`src/rtl/adc_frame_buffer.sv`:
```
// Ping-pong capture buffer between a multi-channel parallel ADC and the FFT stream input.
// One bank fills from the ADC while the other streams channel frames out over valid/ready.
module adc_frame_buffer #(
  parameter int DATA_W     = 16,
  parameter int CHANNELS   = 2,
  parameter int FRAME_LEN  = 16,
  parameter int DIV        = 4,
  parameter int CONTINUOUS = 0
) (
  input  logic                         CLK,
  input  logic                         RST,
  input  logic                         START,
  input  logic [CHANNELS*DATA_W-1:0]   DATA_IN,
  input  logic                         IN_VALID,
  output logic                         SAMPLE_REQ,
  output logic                         EVT_FRAME_STARTED,
  output logic [2*DATA_W-1:0]          OUT_DATA,
  output logic [$clog2(CHANNELS):0]    OUT_CHAN,
  output logic                         OUT_VALID,
  input  logic                         OUT_READY,
  output logic                         OUT_LAST,
  output logic                         OVERFLOW,
  output logic                         BUSY
);

  localparam int IW     = $clog2(FRAME_LEN);
  localparam int CW     = $clog2(CHANNELS) + 1;
  localparam int DW     = $clog2(DIV);
  localparam bit CONT_B = (CONTINUOUS != 0);

  typedef enum logic [1:0] {
    ST_IDLE = 2'd0,
    ST_FILL = 2'd1,
    ST_HOLD = 2'd2
  } state_t;

  state_t                     state_r, state_next_s;
  logic [CHANNELS*DATA_W-1:0] mem_r [2*FRAME_LEN];
  logic                       wr_bank_r;
  logic [IW-1:0]              wr_idx_r, wr_idx_next_s;
  logic [DW-1:0]              div_cnt_r, div_cnt_next_s;
  logic                       rd_busy_r, rd_busy_next_s;
  logic                       wr_en_s, swap_s, release_s, overflow_set_s, frame_start_s;
  logic                       sample_req_r, evt_r, overflow_r, busy_r;

  logic [IW-1:0]              rd_idx_r;
  logic [CW-1:0]              rd_chan_r;
  logic                       issue_active_r;
  logic [CHANNELS*DATA_W-1:0] rd_word_s;
  logic                       p1_valid_r, p1_last_r;
  logic [DATA_W-1:0]          p1_data_r;
  logic [CW-1:0]              p1_chan_r;
  logic                       out_valid_r, out_last_r;
  logic [DATA_W-1:0]          out_data_r;
  logic [CW-1:0]              out_chan_r;
  logic                       xfer_s, load_out_s, issue_s;

  // The read bank is always the one not being written; the final beat of the last channel frees it.
  assign rd_word_s  = mem_r[{~wr_bank_r, rd_idx_r}];
  assign xfer_s     = out_valid_r & OUT_READY;
  assign release_s  = xfer_s & out_last_r & (out_chan_r == CW'(CHANNELS - 1));
  assign load_out_s = p1_valid_r & (~out_valid_r | OUT_READY);
  assign issue_s    = issue_active_r & (~p1_valid_r | load_out_s);

  // Write FSM next-state, bank swap and overflow decisions
  always_comb begin
    state_next_s   = state_r;
    wr_idx_next_s  = wr_idx_r;
    div_cnt_next_s = div_cnt_r;
    rd_busy_next_s = rd_busy_r & ~release_s;
    wr_en_s        = 1'b0;
    swap_s         = 1'b0;
    overflow_set_s = 1'b0;
    frame_start_s  = 1'b0;
    case (state_r)
      ST_IDLE: begin
        if (START) begin
          state_next_s   = ST_FILL;
          div_cnt_next_s = '0;
        end else begin
          state_next_s = ST_IDLE;
        end
      end
      ST_FILL: begin
        div_cnt_next_s = (div_cnt_r == DW'(DIV - 1)) ? '0 : div_cnt_r + DW'(1);
        if (IN_VALID) begin
          wr_en_s       = 1'b1;
          wr_idx_next_s = wr_idx_r + IW'(1);
          frame_start_s = (wr_idx_r == '0);
          if (wr_idx_r == IW'(FRAME_LEN - 1)) begin
            if (!rd_busy_r || release_s) begin
              swap_s       = 1'b1;
              state_next_s = CONT_B ? ST_FILL : ST_IDLE;
            end else begin
              state_next_s = ST_HOLD;
            end
          end else begin
            state_next_s = ST_FILL;
          end
        end else begin
          state_next_s = ST_FILL;
        end
      end
      ST_HOLD: begin
        overflow_set_s = IN_VALID;
        if (release_s) begin
          swap_s         = 1'b1;
          state_next_s   = CONT_B ? ST_FILL : ST_IDLE;
          div_cnt_next_s = '0;
        end else begin
          state_next_s = ST_HOLD;
        end
      end
      default: begin
        state_next_s = ST_IDLE;
      end
    endcase
    if (swap_s) begin
      rd_busy_next_s = 1'b1;
    end else begin
      rd_busy_next_s = rd_busy_next_s;
    end
  end

  // Write-side state, counters and registered status outputs
  always_ff @(posedge CLK) begin
    if (RST) begin
      state_r      <= ST_IDLE;
      wr_bank_r    <= 1'b0;
      wr_idx_r     <= '0;
      div_cnt_r    <= '0;
      rd_busy_r    <= 1'b0;
      sample_req_r <= 1'b0;
      evt_r        <= 1'b0;
      overflow_r   <= 1'b0;
      busy_r       <= 1'b0;
    end else begin
      state_r      <= state_next_s;
      wr_bank_r    <= wr_bank_r ^ swap_s;
      wr_idx_r     <= wr_idx_next_s;
      div_cnt_r    <= div_cnt_next_s;
      rd_busy_r    <= rd_busy_next_s;
      sample_req_r <= (state_next_s == ST_FILL) && (div_cnt_next_s == DW'(DIV - 1));
      evt_r        <= frame_start_s;
      overflow_r   <= overflow_r | overflow_set_s;
      busy_r       <= (state_next_s != ST_IDLE) || (wr_idx_next_s != '0) || rd_busy_next_s;
    end
  end

  // Sample storage: both banks in one array, bank select in the address MSB
  always_ff @(posedge CLK) begin
    if (wr_en_s) begin
      mem_r[{wr_bank_r, wr_idx_r}] <= DATA_IN;
    end
  end

  // Read address sequencing, registered RAM read stage and output register with prefetch
  always_ff @(posedge CLK) begin
    if (RST) begin
      issue_active_r <= 1'b0;
      rd_idx_r       <= '0;
      rd_chan_r      <= '0;
      p1_valid_r     <= 1'b0;
      p1_data_r      <= '0;
      p1_chan_r      <= '0;
      p1_last_r      <= 1'b0;
      out_valid_r    <= 1'b0;
      out_data_r     <= '0;
      out_chan_r     <= '0;
      out_last_r     <= 1'b0;
    end else begin
      if (swap_s) begin
        issue_active_r <= 1'b1;
        rd_idx_r       <= '0;
        rd_chan_r      <= '0;
      end else if (issue_s) begin
        rd_idx_r <= rd_idx_r + IW'(1);
        if (rd_idx_r == IW'(FRAME_LEN - 1)) begin
          rd_chan_r <= rd_chan_r + CW'(1);
          if (rd_chan_r == CW'(CHANNELS - 1)) begin
            issue_active_r <= 1'b0;
          end
        end
      end
      if (issue_s) begin
        p1_valid_r <= 1'b1;
        p1_data_r  <= rd_word_s[int'(rd_chan_r)*DATA_W +: DATA_W];
        p1_chan_r  <= rd_chan_r;
        p1_last_r  <= (rd_idx_r == IW'(FRAME_LEN - 1));
      end else if (load_out_s) begin
        p1_valid_r <= 1'b0;
      end
      if (load_out_s) begin
        out_valid_r <= 1'b1;
        out_data_r  <= p1_data_r;
        out_chan_r  <= p1_chan_r;
        out_last_r  <= p1_last_r;
      end else if (xfer_s) begin
        out_valid_r <= 1'b0;
      end
    end
  end

  assign SAMPLE_REQ        = sample_req_r;
  assign EVT_FRAME_STARTED = evt_r;
  assign OUT_DATA          = {{DATA_W{1'b0}}, out_data_r};
  assign OUT_CHAN          = out_chan_r;
  assign OUT_VALID         = out_valid_r;
  assign OUT_LAST          = out_last_r;
  assign OVERFLOW          = overflow_r;
  assign BUSY              = busy_r;

endmodule
```
`config.mk`:
```
export PLATFORM = sky130hd
export DESIGN_NAME = adc_frame_buffer
export DESIGN_NICKNAME = d
export VERILOG_FILES = /design/src/rtl/adc_frame_buffer.sv
export SDC_FILE = /design/constraint.sdc
export NUM_CORES = 1
export LEC_CHECK = 0
export ABC_CLOCK_PERIOD_IN_PS = 4480
export CORE_UTILIZATION = 50
export DETAILED_ROUTE_END_ITERATION = 10
export GPL_TIMING_DRIVEN = 0
export PLACE_DENSITY = 0.64
export SLEW_MARGIN = 20
export SYNTH_ARGS = -nofsm -noshare
export SYNTH_HDL_FRONTEND = slang
export SYNTH_SLANG_ARGS = --single-unit
```
`constraint.sdc`:
```
create_clock -name CLK -period 4.48 [get_ports CLK]
set_input_delay 1.344 -clock CLK [delete_from_list [all_inputs] [get_ports CLK]]
set_output_delay 1.344 -clock CLK [all_outputs]
set_load 0.02 [all_outputs]
```
==> results.ini <==
[clock_network]
post_cts_resize_count=0
ctsRootBufferMaster=clkbuf_16
htreeDepth=3
cts_tree=built
cts_hold_buffers=0
cts_setup_buffers=0
cts.clk_slew.worst_paths_ns=0.07
clkSinkCount=1085
clockBufferDepth=3
cts_inserted_buffers=105
clk_latency_ns=0.66

[die]
start_util_pct=50.80
die-height_um=291.5
fp.coreArea_sq_um=82500
die-area_sq_um=84980
boundaryPins=77
row_count=105
die_w_um=291.5

[placement]
hpwl_um=75480
portBuffers=59
gp_congestion=0.8430
dp_worst_setup_slack_ns=0.1005

[yosys]
synth_async_sr_flop_share_pct=0
synth_ff_type=edfxtp_1
synth_edf_count=1024
synth_common_cells=edfxtp_1, mux4_2, mux2i_1
ys_seq_area_share_pct=76.29
synth_seq_cells=1085
yosys.area.top_type=edfxtp_1
yosys_warnings=0
synth_area_sq_um=41910
synthCells=2020
synth_area_leaders=edfxtp_1, mux4_2, dfxtp_1
synthDominantCellAreaShare_pct=73.37
yosysMostFrequentCell=edfxtp_1
synth_area_per_cell_sq_um=20.75
synthDistinctLibCells=57

[sta]
finalHoldViolations=0
rsz0062_at_grt=no
totalNegativeSetupSlack_ns=0
period_needed_ns=3.758
finalSetupViolCount=0
timing.clock.skew_ns=0.02478
worst_slack_ns=0.7217
worst_slew_pin_slew_ns=1.166
post-route-period-util_pct=83.89
report.final.slew_viol_count=0
max-slew-margin-rel_pct=22.28
fmax_mhz=266.1

[worst_setup_path]
crit_chain=clkdlybuf4s50_1 > and2_1 > clkbuf_1 > nand2_1 > nor2_4 > buf_16 > buf_16
cpMaxStageDelayCell=nor2_4
end_kind=flip-flop
path_class=primary input to flip-flop
cpMostUsedCell=buf_16
rrSetupSlack_ns=0.91
worst-path-max-fanout=13
worst_ep_required_time_ns=4.83
cp-start-kind=primary input
cp_data_arrival_time_ns=4.11
slowest_delay_ns=0.76

[routing]
drtIter0Drc=2619
dr.pass1.iters=5
num_vias=21610
postRouteAntennaNets=0
drt-vias-per-instance=6.335
drt-total-wl_um=110100
remaining_drc_errors=0
post_drt_wl_per_cell_um=32.27

[pwr]
ir_drop_v=0.0003353
p_per_area_nw_per_um2=419.9
p_leak_nw=15.00

[finish]
seqCellArea_sq_um=31970
syn_to_final_growth_pct=16.55
antenna_cells=0
drive_gt1_share_pct=25.07
finalNetCount=2301
multi_input_area_sq_um=9348
nFillCells=5886

[run_status]
status=finished clean

[worst_hold_path]
min_path_type=flip-flop to flip-flop

[global_route]
grt_overflow_total=0
grt_max_degree=33
grt_use_total_pct=26.13
grt_pass1_wl_um=155900
first_global_vias=21330
antenna_found_initial=0

[flow_run]
maxCapViolations=0

cells by family (layout without fill, tap and decap cells):
family | after synthesis | in the layout | synth area share, %
AOI/OAI and AO/OA | 200 | 200 | 3.380
xor gates and xnor gates | 7 | 7 | 0.1463
buffers and inverters | 133 | 439 | 2.120
and+or+nand+nor | 226 | 226 | 2.574
adders and majority gates | 11 | 11 | 0.3284
muxes | 357 | 357 | 15.16
DFF | 1085 | 1085 | 76.29
other | 1 | 16 | 0.008948
worst max-delay path, delay by kind of cell:
family / cells / cell delay (ns)
AND/OR/NAND/NOR: 3 / 1.46
buffers and inverters: 4 / 1.27
registers in the layout, indices dropped and copies added (netlist names), 2 cells and up:
| signal | count |
|---|---|
| out_data_r | 16 |
| div_cnt_r | 2 |
| wr_idx_r | 4 |
| p1_data_r | 16 |
| rd_chan_r | 2 |
| mem_r | 1024 |
| state_r | 2 |
| rd_idx_r | 4 |
| OUT_CHAN | 2 |
| p1_chan_r | 2 |
metal layers:
| layer | vias to the layer above | track usage [%] | part of all wire, % |
|---|---|---|---|
| met5 | - | 0 | 0 |
| met4 | 0 | 7.920 | 3.1 |
| met3 | 189 | 3.932 | 7.9 |
| met2 | 1112 | 43.50 | 49 |
| met1 | 11450 | 35.84 | 40 |
| li1 | 8854 | - | - |
area by class of cell:
type / count / area share (%)
sequential: 1085 / 65.45
multi-input combinational: 817 / 19.14
clock buffer: 131 / 5.833
timing repair buffer: 111 / 3.530
tap: 1070 / 2.741
buffer: 122 / 1.737
clock inverter: 64 / 1.486
inverter: 11 / 0.08453
stage by stage:
| step | power [mW] | util, % | instance area (sq um) | instances | hold slack [ns] |
|---|---|---|---|---|---|
| final | 20.51 | 59.20 | 48850 | 3411 | 0.4656 |
| after global routing | 21.01 | 59.20 | 48850 | 3411 | 0.4886 |
| after CTS | 20.63 | 59.35 | 48970 | 3411 | 0.4656 |
| after detailed placement | 11.63 | 55.02 | 45390 | 3216 | 0.4590 |
| after global placement | 11.59 | 53.20 | 43890 | 3164 | 0.4445 |
| after floorplan | 11.40 | - | 41970 | 2035 | 0.4318 |
path summary, 6_finish.rpt:
path	startpoint	endpoint	cells after the start
worst max-delay path	IN_VALID	mem_r[6][4]$_DFFE_PP_	7
worst min-delay path	p1_data_r[8]$_SDFFE_PP0P_	out_data_r[8]$_SDFFE_PP0P_	2
worst max register to register	rd_idx_r[3]$_SDFFE_PP0P_	p1_data_r[6]$_SDFFE_PP0P_	7
worst min register to register	p1_data_r[8]$_SDFFE_PP0P_	out_data_r[8]$_SDFFE_PP0P_	2
cell usage in the layout, fill, tap and decap left out, drive strengths merged, types with 13 or more instances in the layout:
cell	synthesis	routed
a21oi	45	45
mux2i	119	119
inv	11	14
bufinv	0	16
clkinv	0	42
mux2	24	24
conb	1	16
nand2	63	63
a22oi	25	25
clkbuf	28	159
o22ai	35	35
mux4	214	214
buf	94	171
nor2	80	80
dfxtp	61	61
a2111oi	13	13
edfxtp	1024	1024
clkdlybuf4s50	0	34
power by group:
group	internal [mW]	switching, mW	total (mW)
Clock	5.42	3.70	9.11
Combinational	0.0630	0.222	0.285
Sequential	11.1	0.00710	11.1
(Power assumes the default switching activity.)
